==> config.mk <==
export PLATFORM = sky130hd
export DESIGN_NAME = nb_reg_ctrl_flat
export DESIGN_NICKNAME = d
export VERILOG_FILES = /design/src/rtl/nb_reg_ctrl_if.sv /design/src/rtl/nb_reg_ctrl.sv /design/src/flat_wrapper.sv
export SDC_FILE = /design/constraint.sdc
export NUM_CORES = 1
export LEC_CHECK = 0
export CORE_MARGIN = 5
export CORE_UTILIZATION = 56
export CTS_CLUSTER_SIZE = 24
export DETAILED_ROUTE_END_ITERATION = 8
export DONT_BUFFER_PORTS = 1
export PLACE_DENSITY_LB_ADDON = 0.1
export SETUP_SLACK_MARGIN = 0.2
export SLEW_MARGIN = 10
export SYNTH_ARGS = -nofsm -noshare
export SYNTH_HDL_FRONTEND = slang
export SYNTH_SLANG_ARGS = --single-unit
export TNS_END_PERCENT = 1
==> constraint.sdc <==
create_clock -name clk -period 2.5 [get_ports clk]
set_clock_uncertainty 0.2 [all_clocks]
set_input_delay 0.25 -clock clk [delete_from_list [all_inputs] [get_ports clk]]
set_output_delay 0.25 -clock clk [all_outputs]
set_load 0.05 [all_outputs]
==> src/rtl/nb_reg_ctrl_if.sv <==
// rtl/nb_reg_ctrl_if.sv - bus bundle for the neighbour force-register controller (NB_REG_ERR_CHK_EN adds o_err)
interface nb_reg_ctrl_if #(
   parameter int NUM_FILTERS = 4
);
   localparam int CNT_W = $clog2(NUM_FILTERS + 1);

   logic                   i_alloc_valid;
   logic                   o_alloc_ready;
   logic [NUM_FILTERS-1:0] o_alloc_idx;
   logic [NUM_FILTERS-1:0] i_acc_req;
   logic [NUM_FILTERS-1:0] i_done;
   logic [NUM_FILTERS-1:0] o_reg_select;
   logic [NUM_FILTERS-1:0] o_release_select;
   logic                   i_release_ready;
   logic [CNT_W-1:0]       o_num_free;
`ifdef NB_REG_ERR_CHK_EN
   logic                   o_err;
`endif

   modport master (
      output i_alloc_valid, i_acc_req, i_done, i_release_ready,
      input  o_alloc_ready, o_alloc_idx, o_reg_select, o_release_select, o_num_free
`ifdef NB_REG_ERR_CHK_EN
      , input o_err
`endif
   );

   modport slave (
      input  i_alloc_valid, i_acc_req, i_done, i_release_ready,
      output o_alloc_ready, o_alloc_idx, o_reg_select, o_release_select, o_num_free
`ifdef NB_REG_ERR_CHK_EN
      , output o_err
`endif
   );
endinterface

==> src/rtl/nb_reg_ctrl.sv <==
// rtl/nb_reg_ctrl.sv - neighbour force-register bank controller (NB_REG_ERR_CHK_EN adds sticky o_err)
module nb_reg_ctrl #(
   parameter int NUM_FILTERS = 4
) (
   input  logic         clk,
   input  logic         rst,
   nb_reg_ctrl_if.slave bus
);
   localparam int CNT_W = $clog2(NUM_FILTERS + 1);
   localparam int PTR_W = (NUM_FILTERS > 1) ? $clog2(NUM_FILTERS) : 1;
   localparam logic [PTR_W:0]         NF_EXT = (PTR_W + 1)'(NUM_FILTERS);
   localparam logic [NUM_FILTERS-1:0] ONE_N  = NUM_FILTERS'(1);

   typedef enum logic [1:0] {
      ST_EMPTY = 2'b00,
      ST_BUSY  = 2'b01,
      ST_FULL  = 2'b10
   } reg_state_t;

   reg_state_t             r_state [NUM_FILTERS];
   logic [PTR_W-1:0]       r_acc_ptr;
   logic [PTR_W-1:0]       r_rel_ptr;
   logic [PTR_W-1:0]       r_rel_idx;
   logic [NUM_FILTERS-1:0] r_reg_select;
   logic [NUM_FILTERS-1:0] r_rel_sel;
   logic [CNT_W-1:0]       r_num_free;

   logic [NUM_FILTERS-1:0] w_empty;
   logic [NUM_FILTERS-1:0] w_busy;
   logic [NUM_FILTERS-1:0] w_full;
   logic [NUM_FILTERS-1:0] w_alloc_oh;
   logic                   w_alloc_fire;
   logic [NUM_FILTERS-1:0] w_acc_elig;
   logic                   w_acc_found;
   logic [PTR_W-1:0]       w_acc_idx;
   logic                   w_rel_found;
   logic [PTR_W-1:0]       w_rel_idx;
   logic                   w_rel_offer;
   logic                   w_rel_fire;

   // Index + 1 with wrap from NUM_FILTERS-1 back to 0.
   function automatic logic [PTR_W-1:0] wrap_inc(input logic [PTR_W-1:0] idx);
      logic [PTR_W:0] nxt;
      nxt = {1'b0, idx} + (PTR_W + 1)'(1);
      if (nxt >= NF_EXT) nxt = '0;
      return nxt[PTR_W-1:0];
   endfunction

   // Round-robin pick: rotate requests so ptr lands at bit 0, take the lowest
   // set bit, then map the offset back to an absolute index. Returns {found, idx}.
   function automatic logic [PTR_W:0] rr_pick(input logic [NUM_FILTERS-1:0] req,
                                              input logic [PTR_W-1:0]       ptr);
      logic [2*NUM_FILTERS-1:0] dbl;
      logic [NUM_FILTERS-1:0]   rot;
      logic [PTR_W:0]           off;
      logic [PTR_W:0]           sum;
      dbl = {req, req} >> ptr;
      rot = dbl[NUM_FILTERS-1:0];
      off = '0;
      for (int k = NUM_FILTERS - 1; k >= 0; k--) begin
         if (rot[k]) off = (PTR_W + 1)'(k);
      end
      sum = {1'b0, ptr} + off;
      if (sum >= NF_EXT) sum = sum - NF_EXT;
      return {|rot, sum[PTR_W-1:0]};
   endfunction

   // Decode per-register state into EMPTY/BUSY/FULL bit vectors.
   always_comb begin
      w_empty = '0;
      w_busy  = '0;
      w_full  = '0;
      for (int i = 0; i < NUM_FILTERS; i++) begin
         w_empty[i] = (r_state[i] == ST_EMPTY);
         w_busy[i]  = (r_state[i] == ST_BUSY);
         w_full[i]  = (r_state[i] == ST_FULL);
      end
   end

   // Lowest-index EMPTY register is the allocation candidate (isolate lowest set bit).
   assign w_alloc_oh   = w_empty & (~w_empty + ONE_N);
   assign w_alloc_fire = bus.i_alloc_valid & (|w_empty);

   // Only BUSY registers may accumulate; FULL (released) ones are excluded by construction.
   assign w_acc_elig                = bus.i_acc_req & w_busy;
   assign {w_acc_found, w_acc_idx}  = rr_pick(w_acc_elig, r_acc_ptr);
   assign {w_rel_found, w_rel_idx}  = rr_pick(w_full, r_rel_ptr);

   assign w_rel_offer = |r_rel_sel;
   assign w_rel_fire  = w_rel_offer & bus.i_release_ready;

   assign bus.o_alloc_ready    = |w_empty;
   assign bus.o_alloc_idx      = w_alloc_oh;
   assign bus.o_reg_select     = r_reg_select;
   assign bus.o_release_select = r_rel_sel;
   assign bus.o_num_free       = r_num_free;

   // Per-register lifecycle EMPTY -> BUSY -> FULL -> EMPTY.
   always_ff @(posedge clk) begin
      if (rst) begin
         for (int i = 0; i < NUM_FILTERS; i++) r_state[i] <= ST_EMPTY;
      end else begin
         for (int i = 0; i < NUM_FILTERS; i++) begin
            case (r_state[i])
               ST_EMPTY: if (w_alloc_fire && w_alloc_oh[i])  r_state[i] <= ST_BUSY;
               ST_BUSY:  if (bus.i_done[i])                  r_state[i] <= ST_FULL;
               ST_FULL:  if (w_rel_fire && r_rel_sel[i])     r_state[i] <= ST_EMPTY;
               default:                                      r_state[i] <= ST_EMPTY;
            endcase
         end
      end
   end

   // Registered accumulate grant and its round-robin pointer.
   always_ff @(posedge clk) begin
      if (rst) begin
         r_reg_select <= '0;
         r_acc_ptr    <= '0;
      end else begin
         r_reg_select <= w_acc_found ? (ONE_N << w_acc_idx) : '0;
         if (w_acc_found) r_acc_ptr <= wrap_inc(w_acc_idx);
      end
   end

   // Release offer: latch a FULL register, hold it until accepted, then rest one cycle.
   always_ff @(posedge clk) begin
      if (rst) begin
         r_rel_sel <= '0;
         r_rel_idx <= '0;
         r_rel_ptr <= '0;
      end else if (w_rel_fire) begin
         r_rel_sel <= '0;
         r_rel_ptr <= wrap_inc(r_rel_idx);
      end else if (!w_rel_offer && w_rel_found) begin
         r_rel_sel <= ONE_N << w_rel_idx;
         r_rel_idx <= w_rel_idx;
      end
   end

   // Free-register count tracks allocation and release on the same edge as the state.
   always_ff @(posedge clk) begin
      if (rst) begin
         r_num_free <= CNT_W'(NUM_FILTERS);
      end else begin
         case ({w_alloc_fire, w_rel_fire})
            2'b10:   r_num_free <= r_num_free - CNT_W'(1);
            2'b01:   r_num_free <= r_num_free + CNT_W'(1);
            default: r_num_free <= r_num_free;
         endcase
      end
   end

`ifdef NB_REG_ERR_CHK_EN
   logic r_err;
   assign bus.o_err = r_err;

   // Sticky protocol-violation flag, cleared only by reset.
   always_ff @(posedge clk) begin
      if (rst) begin
         r_err <= 1'b0;
      end else if ((|(bus.i_acc_req & ~w_busy)) ||
                   (|(bus.i_done & ~w_busy)) ||
                   (bus.i_alloc_valid && !(|w_empty))) begin
         r_err <= 1'b1;
      end
   end
`endif

endmodule

==> src/flat_wrapper.sv <==
// flat-port wrapper written by rule: the top's interface ports become plain ports
module nb_reg_ctrl_flat 
#(
   parameter int NUM_FILTERS = 4
)
  (clk, rst, bus_i_alloc_valid, bus_i_acc_req, bus_i_done, bus_i_release_ready, bus_o_alloc_ready, bus_o_alloc_idx, bus_o_reg_select, bus_o_release_select, bus_o_num_free);
  nb_reg_ctrl_if #(.NUM_FILTERS(NUM_FILTERS)) bus_i ();
  input  logic clk;
  input  logic rst;
  input wire logic [$bits(bus_i.i_alloc_valid)-1:0] bus_i_alloc_valid;
  input wire logic [$bits(bus_i.i_acc_req)-1:0] bus_i_acc_req;
  input wire logic [$bits(bus_i.i_done)-1:0] bus_i_done;
  input wire logic [$bits(bus_i.i_release_ready)-1:0] bus_i_release_ready;
  output wire logic [$bits(bus_i.o_alloc_ready)-1:0] bus_o_alloc_ready;
  output wire logic [$bits(bus_i.o_alloc_idx)-1:0] bus_o_alloc_idx;
  output wire logic [$bits(bus_i.o_reg_select)-1:0] bus_o_reg_select;
  output wire logic [$bits(bus_i.o_release_select)-1:0] bus_o_release_select;
  output wire logic [$bits(bus_i.o_num_free)-1:0] bus_o_num_free;
  assign bus_i.i_alloc_valid = bus_i_alloc_valid;
  assign bus_i.i_acc_req = bus_i_acc_req;
  assign bus_i.i_done = bus_i_done;
  assign bus_i.i_release_ready = bus_i_release_ready;
  assign bus_o_alloc_ready = bus_i.o_alloc_ready;
  assign bus_o_alloc_idx = bus_i.o_alloc_idx;
  assign bus_o_reg_select = bus_i.o_reg_select;
  assign bus_o_release_select = bus_i.o_release_select;
  assign bus_o_num_free = bus_i.o_num_free;
  nb_reg_ctrl #(.NUM_FILTERS(NUM_FILTERS)) u_core (.clk(clk), .rst(rst), .bus(bus_i));
endmodule
Word level (Yosys, flattened, before mapping)
Memory sizes are Yosys's and may differ from the RTL's.
Cells that the tools add are included.
{"block": "op_classes", "n_addsub": 9, "n_lt_le_gt_ge": 4, "n_eq_ne": 10, "n_shift": 4, "mux": 91, "bitwise_logic": 23, "reduce_logical": 26}
{"operator": "$mux W1", "count": 62}
{"operator": "$mux W2", "count": 28}
{"operator": "$or A1 B1 Y1", "count": 16}
{"operator": "$reduce_or A4 Y1", "count": 4}
{"operator": "$shr A8 B2 Y4", "count": 2}
{"operator": "$ge A3 B3 Y1 const B", "count": 4}
{"operator": "$reduce_or A3 Y1", "count": 4}
{"operator": "$eq A2 B1 Y1 const B", "count": 5}
{"operator": "$eq A2 B2 Y1 const B", "count": 5}
{"operator": "$logic_and A1 B1 Y1", "count": 9}
{"operator": "$and A4 B4 Y4", "count": 2}
{"operator": "$logic_not A2 Y1", "count": 4}
{"operator": "$shl A1 B2 Y4 const A", "count": 2}
{"operator": "$add A2 B1 Y3 const B", "count": 2}
{"operator": "$add A2 B2 Y3", "count": 2}
{"operator": "$pmux W3 S2", "count": 1}
{"operator": "$add A4 B1 Y4 const B", "count": 1}
{"operator": "$not A4 Y4", "count": 1}
{"operator": "$reduce_or A2 Y1", "count": 2}
{"operator": "$sub A2 B1 Y2 const B", "count": 2}
{"operator": "$add A3 B1 Y3 const B", "count": 1}
{"operator": "$sub A3 B1 Y3 const B", "count": 1}
{"operator": "$and A1 B1 Y1", "count": 2}
{"operator": "$not A1 Y1", "count": 2}
{"operator": "3 further kinds", "count": 3}
{"block": "totals", "ff_bits": 17, "ramBits": 8, "input_bits": 12, "out_inout_bits": 16, "elab_cells": 174, "n_memories": 1}
{"memory": "u_core.r_state", "words": 4, "word_bits": 2, "read_ports": 4, "rd_ports_with_merged_regs": 0, "wr": 4, "line_no": "nb_reg_ctrl.sv:20", "text": "reg_state_t r_state [NUM_FILTERS];"}

Logic depth before layout (Yosys ltp)
An unclocked memory read counts as a cell.
{"block": "logic_depth", "ltp_word": 14, "depth_mapped": 12, "ltp_nobuf": 11}

Worst setup path before layout
OpenSTA, ideal clock, no wires.
{"block": "synth_timing", "path_kind": "reg2reg", "startpoint": "memory u_core.r_state[0][2] (netlist name)", "endpoint": "memory u_core.r_state[0][6] (netlist name) (enable)", "t_arrival_ns": 2.449, "required_ns": 1.998, "slack_ns": -0.451, "stages_incl_launch_ff": 6, "synth_period_minus_slack_ns": 2.951, "path_cell_list": "edfxtp_1 -> buf_2 -> o22ai_1 -> nor4_1 -> nand2_1 -> nand2_1"}
{"item": "from (decl)", "line_no": "nb_reg_ctrl.sv:20"}

==> flow_metrics.env <==
export IMPL_drtAntennaViolNets=0
export IMPL_grt_start_max_net_pins=25
export IMPL_worst_slew_margin_rel=0.650
export IMPL_gp_congestion=0.849
export IMPL_synth_enable_flop_cells=8
export IMPL_drt_pass1_iterations=4
export IMPL_worst_slew_pin_slew_ns=0.525
export IMPL_row_count=19
export IMPL_synth_yosys_warnings=0
export IMPL_timing_critical_path_cells="and3b_4, nor3_2, a311oi_2, o221ai_1, ha_2, nor2b_4, buf_4, o2111ai_2, nor4b_2, a31o_1"
export IMPL_fp_dieW_um=63.3
export IMPL_top_level_ports=28
export IMPL_timing_critical_path_required_ns=2.54
export IMPL_failed_checks="hold timing, setup timing"
export IMPL_dominantRegCellSynth="sky130_fd_sc_hd__dfxtp_1"
export IMPL_clkSinkCount=25
export IMPL_setup_ws_ns=-0.147
export IMPL_vias=1565
export IMPL_cellLeakagePower_nw=0.939
export IMPL_timing_final_crit_share=1.06
export IMPL_timing_critical_path_fanout_max=4
export IMPL_worst_skew_pair_late_latency_ns=0.33
export IMPL_detail_route_vias_per_cell=6.04
export IMPL_fin_max_slew_vios=0
export IMPL_finish_cell_count_without_fillers=259
export IMPL_max_freq_mhz=378
export IMPL_status="finished with violations"
export IMPL_antenna_diode_count=0
export IMPL_cell_family_with_the_largest_share_of_critical_path_delay="simple AND/OR/NAND/NOR gates"
export IMPL_global_route_peak_usage_layer="met2"
export IMPL_via_count_of_the_first_global_routing_pass=1686
export IMPL_clock_input_transition_at_the_sequential_cells_of_the_worst_setup_and_hold_paths_ns=0.14
export IMPL_clock_path_buffers=2
export IMPL_clock_tree_htree_level_count=1
export IMPL_setup_viols_final=5
export IMPL_design_die_area_sq_mm=0.00401
export IMPL_die_h_um=63.3
export IMPL_synthesis_to_finish_area_growth_pct=40.0
export IMPL_yosysSeqAreaShare=0.364
export IMPL_met2_global_route_usage=0.421
export IMPL_use_met3=0.0426
export IMPL_synth_distinct_cells=52
export IMPL_postRouteWirelength_um=4550
export IMPL_fill_cells=170
export IMPL_finish_net_count=246
export IMPL_use_met1=0.253
export IMPL_post_route_worst_hold_slack_ns=-0.223
export IMPL_grt_overflow_total=0
export IMPL_dr_first_iter_drc_count=103
export IMPL_holdCritPathClass="input port to flop"
export IMPL_layout_commonest_cell="sky130_fd_sc_hd__buf_4"
export IMPL_layout_drive_gt1_share=0.399
export IMPL_layout_min_cycle_time_ns=2.65
export IMPL_most_frequent_cells_in_the_layout="sky130_fd_sc_hd__buf_4, sky130_fd_sc_hd__nor2_1, sky130_fd_sc_hd__dfxtp_1"
export IMPL_initial_core_utilization=0.583
export IMPL_design_power_total_mw=2.33
export IMPL_syn_area_per_cell_sq_um=8.85
export IMPL_end_kind="flop"
export IMPL_route_detailed_wl_per_inst_um=17.6
export IMPL_timing_critical_path_slowest_stage_cell="sky130_fd_sc_hd__edfxtp_1"
export IMPL_unrepaired_setup_endpoints_after_global_routing="true"
export IMPL_cp_num_buf_inv=1
export IMPL_hold_buffers=7
export IMPL_port_buffer_count=0
export IMPL_endpoints_failing_hold=17
export IMPL_power_density_cell_area_mw_per_mm2=1050
export IMPL_timing_worst_setup_path_type="flop to flop"
export IMPL_max_stage_delay_ns=0.47
export IMPL_cts_inserted_buffers=3
export IMPL_async_flop_share=0
export IMPL_dpl_cell_count=240
export IMPL_synth_net_count=197
export IMPL_antenna_violations_before_repair=0
export IMPL_core_region_area_sq_mm=0.00273
export IMPL_arrival_ns=2.69
export IMPL_synth_ff_latch_count=25
export IMPL_worstSetupStartpointType="flop"
export IMPL_netlist_area_sq_mm=0.00159
export IMPL_drcViolationCount=0
export IMPL_number_of_standard_cells_after_synthesis=180
export IMPL_max_vdd_ir_drop_v=0.000913
export IMPL_cts_root_buffer="sky130_fd_sc_hd__clkbuf_4"
export IMPL_dpl_hpwl_um=3130
export IMPL_grt_pass1_wl_um=7550
export IMPL_cap_viol_max_count=0
export IMPL_grt_use_total=0.232
export IMPL_cts_tree="yes"
-- metal layers --
metal,vias to the layer above,wire [um]
li1,752,-
met1,764,1820
met2,34,2410
met3,15,194
met4,0,121
met5,-,0
-- cell families (layout without fill, tap and decap cells) --
group,count (synthesis),after routing,share of synthesized area
DFF,25,25,0.364
and+or+nand+nor,89,89,0.314
AOI/OAI and AO/OA,39,39,0.181
xor gates and xnor gates,8,8,0.0440
muxes,3,3,0.0189
buffers and inverters,10,58,0.0259
adders and majority gates,6,6,0.0511
-- layout make-up --
class,count,area (sq um),area share
multi-input cells,145,1150,0.517
flip-flops and latches,25,581,0.260
repair buffers,51,419,0.188
well taps,31,38.8,0.0174
clock buffers,3,22.5,0.0101
inverters,3,11.3,0.00505
clock inverters,1,5.00,0.00224
-- flip-flops by register name (all words and copies together), names as in the netlist --
| register | flops |
|---|---|
| u_core.bus.o_reg_select | 4 |
| u_core.r_acc_ptr | 2 |
| u_core.r_rel_ptr | 2 |
| u_core.r_rel_idx | 2 |
| u_core.bus.o_release_select | 4 |
| u_core.bus.o_num_free | 3 |
| u_core.r_state | 8 |
-- report_power, final --
group	internal, mW	total [mW]	switching (mW)
Clock	0.0601	0.186	0.126
Sequential	0.526	0.678	0.152
Combinational	0.680	1.47	0.789
Total	1.27	2.33	1.07
-- what timing repair did --
action | in CTS | in global routing
pin swaps | 18 | 5
buffers inserted | 8 | 0
gates resized for setup | 27 | 12
endpoints found under the setup margin | 14 | 22
hold endpoints to repair | 28 | 17
-- worst paths after layout --
kind         cells after the start  slack (ns)                          startpoint                                     to
min                              1       -0.22                                 rst  u_core.bus.o_num_free[1]$_SDFFE_PP0P_
min reg2reg                      2        0.33    u_core.r_rel_idx[1]$_SDFFE_PP0P_       u_core.r_rel_idx[1]$_SDFFE_PP0P_
max                             10       -0.15  u_core.r_state[0][1]$_SDFFCE_PP0P_       u_core.r_acc_ptr[1]$_SDFFE_PP0N_
max reg2reg                     10       -0.15  u_core.r_state[0][1]$_SDFFCE_PP0P_       u_core.r_acc_ptr[1]$_SDFFE_PP0N_
-- Yosys cell counts, types with 4 or more instances --
| cell type | count | area, sq um |
|---|---|---|
| sky130_fd_sc_hd__dfxtp_1 | 17 | 340 |
| sky130_fd_sc_hd__nand2_1 | 16 | 60.1 |
| sky130_fd_sc_hd__a211oi_1 | 6 | 45.0 |
| sky130_fd_sc_hd__nor2b_1 | 8 | 50.1 |
| sky130_fd_sc_hd__edfxtp_1 | 8 | 240 |
| sky130_fd_sc_hd__nor3_1 | 11 | 55.1 |
| sky130_fd_sc_hd__a21oi_1 | 14 | 70.1 |
| sky130_fd_sc_hd__nor2_1 | 26 | 97.6 |
| sky130_fd_sc_hd__xor2_1 | 5 | 43.8 |
| sky130_fd_sc_hd__ha_1 | 4 | 50.1 |
-- metrics by stage --
stage | hold slack, ns | utilization | setup WS [ns] | setup TNS (ns) | area (sq um)
after global routing | -0.263 | 0.816 | -0.246 | -1.44 | 2230
final | -0.223 | 0.816 | -0.147 | -0.395 | 2230
after floorplan | 0.268 | - | -0.438 | -0.725 | 1600
after detailed placement | 0.127 | 0.689 | -0.192 | -0.365 | 1880
after global placement | 0.127 | 0.689 | -0.115 | -0.207 | 1880
after CTS | -0.223 | 0.796 | -0.0986 | -0.169 | 2180
Power figures use the tool's default switching activity.
